==> src/rtl/alu_cmd_sequencer.sv <==
// Command sequencer driving an 8-bit combinational gate-level ALU.
// Holds one command in flight, samples the ALU after a fixed settle time.
module alu_cmd_sequencer #(
   parameter int WIDTH  = 8,
   parameter int OPW    = 3,
   parameter int SETTLE = 2
) (
   input  logic             clk,
   input  logic             rst_n,
   input  logic             cmd_valid,
   output logic             cmd_ready,
   input  logic [OPW-1:0]   cmd_op,
   input  logic [WIDTH-1:0] cmd_A,
   input  logic [WIDTH-1:0] cmd_B,
   output logic [WIDTH-1:0] alu_A,
   output logic [WIDTH-1:0] alu_B,
   output logic [OPW-1:0]   alu_op,
   input  logic [WIDTH-1:0] alu_Y,
   output logic             rsp_valid,
   input  logic             rsp_ready,
   output logic [WIDTH-1:0] rsp_Y,
   output logic             rsp_zero,
   output logic             busy
);

   generate
      if (SETTLE < 1 || SETTLE > 15) begin : g_bad_settle
         $error("alu_cmd_sequencer: SETTLE must be in 1..15");
      end
   endgenerate

   localparam logic [3:0] CNT_INIT = 4'(SETTLE - 1);

   typedef enum logic [1:0] {
      IDLE,
      SETL,
      RESP
   } state_t;

   state_t     state;
   logic [3:0] cnt;

   // cmd_ready rises on the first edge after reset release
   always_ff @(posedge clk or negedge rst_n) begin
      if (!rst_n) begin
         state     <= IDLE;
         cnt       <= '0;
         alu_A     <= '0;
         alu_B     <= '0;
         alu_op    <= '0;
         rsp_Y     <= '0;
         rsp_zero  <= 1'b0;
         rsp_valid <= 1'b0;
         cmd_ready <= 1'b0;
         busy      <= 1'b0;
      end else begin
         unique case (state)
            IDLE: begin
               if (cmd_valid && cmd_ready) begin
                  alu_A     <= cmd_A;
                  alu_B     <= cmd_B;
                  alu_op    <= cmd_op;
                  cnt       <= CNT_INIT;
                  state     <= SETL;
                  cmd_ready <= 1'b0;
                  busy      <= 1'b1;
               end else begin
                  cmd_ready <= 1'b1;
               end
            end
            SETL: begin
               if (cnt == 4'd0) begin
                  rsp_Y     <= alu_Y;
                  rsp_zero  <= (alu_Y == '0);
                  rsp_valid <= 1'b1;
                  state     <= RESP;
               end else begin
                  cnt <= cnt - 4'd1;
               end
            end
            RESP: begin
               if (rsp_valid && rsp_ready) begin
                  rsp_valid <= 1'b0;
                  state     <= IDLE;
                  cmd_ready <= 1'b1;
                  busy      <= 1'b0;
               end
            end
            default: begin
               state     <= IDLE;
               cmd_ready <= 1'b0;
               busy      <= 1'b0;
               rsp_valid <= 1'b0;
            end
         endcase
      end
   end

endmodule

==> config.mk <==
export PLATFORM = sky130hd
export DESIGN_NAME = alu_cmd_sequencer
export DESIGN_NICKNAME = d
export VERILOG_FILES = /design/src/rtl/alu_cmd_sequencer.sv
export SDC_FILE = /design/constraint.sdc
export NUM_CORES = 1
export LEC_CHECK = 0
export ABC_AREA = 1
export BUFFER_PORTS_ARGS = -buffer_cell sky130_fd_sc_hd__buf_2
export CORE_MARGIN = 3
export CORE_UTILIZATION = 50
export CTS_BUF_LIST = sky130_fd_sc_hd__clkbuf_4 sky130_fd_sc_hd__clkbuf_8
export DETAILED_ROUTE_END_ITERATION = 12
export PLACE_DENSITY = 0.82
export SYNTH_ARGS = -nofsm -noshare
export SYNTH_HDL_FRONTEND = slang
export SYNTH_SLANG_ARGS = --single-unit
==> constraint.sdc <==
create_clock -name clk -period 1.5 [get_ports clk]
set_input_delay 0.3 -clock clk [delete_from_list [all_inputs] [get_ports clk]]
set_output_delay 0.3 -clock clk [all_outputs]
set_load 0.03 [all_outputs]
==> impl_metrics.env <==
export IMPL_status="finished, final reports clean"
export IMPL_grt_max_degree=38
export IMPL_max_freq_mhz=720
export IMPL_synth_seq_area_share_pct=57.8
export IMPL_postRouteWirelength_mm=3.26
export IMPL_final_layout_size_suffix_gt1_share_pct=36.3
export IMPL_dpl_cell_count=281
export IMPL_cp_data_required_time_ns=1.73
export IMPL_chipWidth_um=62.6
export IMPL_hold_viol_final=0
export IMPL_nets=279
export IMPL_num_vias=1350
export IMPL_numCtsBuffers=5
export IMPL_start_util_pct=55.2
export IMPL_finalCriticalPeriod_ns=1.39
export IMPL_yosysTopAreaCell="dfrtp_1"
export IMPL_ys_warn_count=0
export IMPL_pre_cts_slack_ns=0.166
export IMPL_grt_usage_pct=18.0
export IMPL_ctsHoldBuffers=1
export IMPL_clk_pin_slew_ns=0.11
export IMPL_fp_dieH_um=62.6
export IMPL_finClkSkew_ns=0.00525
export IMPL_core_region_area_um2=2900
export IMPL_worst_hold_slack_ns=0.147
export IMPL_rsz0062_at_grt="false"
export IMPL_period_share_pct=92.7
export IMPL_ys_ff_latch=37
export IMPL_r2r_slack_ns=0.11
export IMPL_grt_pass1_wl_mm=5.65
export IMPL_grt_pass1_vias=1234
export IMPL_critPathLaunchType="flop"
export IMPL_cts_sinks=37
export IMPL_gp_routability_congestion=0.843
export IMPL_setup_slack_ns=0.110
export IMPL_detail_route_antenna_nets=0
export IMPL_postCtsSetupRepairBufs=0
export IMPL_worstPathArrival_ns=1.62
export IMPL_port_buffers=61
export IMPL_hpwlAfterDp_mm=2.46
export IMPL_maxCapViolCount=0
export IMPL_postSynthAreaPerCell_um2=8.95
export IMPL_fin_setup_tns_ns=0
export IMPL_leakagePower_nw=1.18
export IMPL_finalPower_mw=5.06
export IMPL_cts_resized=0
export IMPL_wl_per_cell_um=11.2
export IMPL_antenna_found_initial=0
export IMPL_worstSetupEndpointType="flop"
export IMPL_io_pins=62
export IMPL_reg2reg_to="cnt[2]$_DFFE_PN0P_"
export IMPL_hold_end="alu_B[6]$_DFFE_PN0P_"
export IMPL_num_antenna_cells=0
export IMPL_finalSetupViolations=0
export IMPL_fin_cells=290
export IMPL_synth_top_area_share_pct=57.8
export IMPL_first_pass_iters=4
export IMPL_syn2layout_area_growth_pct=28.6
export IMPL_rr_startpoint="cnt[0]$_DFFE_PN0P_"
export IMPL_clockBufferDepth=2
export IMPL_cts_tree="built"
export IMPL_clock_latency_ns=0.34
export IMPL_syn_num_nets=211
export IMPL_crit_path_max_fanout=8
export IMPL_vdd_drop_max_mv=1.46
export IMPL_path_class="flop to flop"
export IMPL_syn_area_um2=1600
export IMPL_synthCells=179
export IMPL_hp_class="primary input to flop"
export IMPL_synth_area_top_cells="dfrtp_1 (58%), nand2_1 (21%), o21ai_2 (3.3%)"
export IMPL_synthDistinctLibCells=21
export IMPL_dieArea_um2=3920
export IMPL_h_tree_depth=2
export IMPL_vias_per_cell=4.66
export IMPL_p_per_area_nw_per_um2=2460
export IMPL_holdCritStartpoint="cmd_B[6]"
export IMPL_clockRootBuffer="clkbuf_4"
export IMPL_reg2regPathDepth=7
export IMPL_slew_violations=0
export IMPL_rows=19
export IMPL_drc=0
export IMPL_slew_headroom_pct=70.3
export IMPL_tightest_slew_ns=0.445
export IMPL_drt_first_iter_violations=53
export IMPL_grt_overflow=0
export IMPL_whs_path_depth=3
## per-layer routing
layer / track usage (%) / wire [um] / up-vias
li1: - / - / 684
met5: 0 / 0 / -
met4: 4.13 / 23 / 0
met3: 5.04 / 168 / 2
met1: 23.0 / 1360 / 629
met2: 30.4 / 1700 / 35
## cell usage after synthesis
cell type	count
o21ai_1	3
nand2_1	90
nand3_4	2
inv_2	3
buf_6	2
nand2_2	1
buf_2	1
inv_1	10
buf_4	1
ha_1	1
nor2_1	6
nor2_4	3
nand3_1	4
a21oi_1	3
dfrtp_1	37
o21ai_0	1
nor2_2	1
inv_4	1
nand4_1	2
nand2_4	1
o21ai_2	6
## power by group
group	leakage (nW)	internal, mW	total [mW]	switching, mW
registers	0.464	1.46	1.75	0.288
clock network	0.0552	0.516	0.845	0.329
logic	0.659	0.733	2.47	1.73
## cell usage in the layout, fill, tap and decap left out
cell type,count
nand2_4,1
nand4_1,2
nand2_2,1
nand2_1,90
a21oi_1,3
buf_2,61
clkbuf_4,5
o21ai_1,3
nand3_1,4
nor2_1,6
clkinv_2,1
buf_4,3
ha_1,1
bufinv_16,2
inv_4,1
o21ai_0,1
nor2_2,1
inv_1,10
o21ai_2,6
nand3_4,2
nor2_4,3
dlygate4sd3_1,1
inv_2,3
dfrtp_1,37
## worst max path at each step
| stage | start | to | slack, ns | cells after the start |
|---|---|---|---|---|
| 2_1_floorplan | cnt[0]$_DFFE_PN0P_ | cnt[0]$_DFFE_PN0P_ | 0.28 | 7 |
| 3_3_place_gp | cnt[0]$_DFFE_PN0P_ | cnt[0]$_DFFE_PN0P_ | 0.20 | 7 |
| 3_5_place_dp | cnt[0]$_DFFE_PN0P_ | cnt[0]$_DFFE_PN0P_ | 0.17 | 7 |
| 4_1_cts | cnt[0]$_DFFE_PN0P_ | cnt[2]$_DFFE_PN0P_ | 0.13 | 7 |
| 5_1_grt | cnt[0]$_DFFE_PN0P_ | cnt[2]$_DFFE_PN0P_ | 0.03 | 7 |
| 6_report | cnt[0]$_DFFE_PN0P_ | cnt[2]$_DFFE_PN0P_ | 0.11 | 7 |
## flip-flops by register name, summed over array words and instances, names as in the netlist
| signal | count |
|---|---|
| alu_B | 8 |
| rsp_zero | 1 |
| cmd_ready | 1 |
| rsp_Y | 8 |
| rsp_valid | 1 |
| alu_A | 8 |
| cnt | 4 |
| busy | 1 |
| state | 2 |
| alu_op | 3 |
## worst max-delay path, stage by stage (launching register included)
cell and delay [ns]:
dfrtp_1 0.39, inv_1 0.12, ha_1 0.27, nand2_1 0.15
nand2_2 0.10, nand2_4 0.08, nand2_1 0.10, o21ai_1 0.07
## cell type report
cell class              count  area, um^2
flip-flops and latches     37         926
clock inverters             3        65.1
repair buffers             65         338
fillers                   246         841
well taps                  42        52.6
multi-input cells         124         586
clock buffers               5        37.5
inverters                  14        55.1
## metrics by stage
step	utilization [%]	area, um^2
global placement	67.1	1950
CTS	71.0	2060
floorplan	-	1600
global route	71.0	2060
finish	71.0	2060
detailed placement	67.1	1950
## cell families (layout without fill, tap and decap cells)
kind of cell | Yosys count | count (layout) | share of synthesized area (%)
AND/OR/NAND/NOR | 110 | 110 | 30.3
flip-flops | 37 | 37 | 57.8
buffers and inverters | 18 | 87 | 5.63
AO/OA/AOI/OAI | 13 | 13 | 5.47
adder cells (fa/ha/maj) | 1 | 1 | 0.781
No activity file was read; power rests on OpenSTA's default activity.
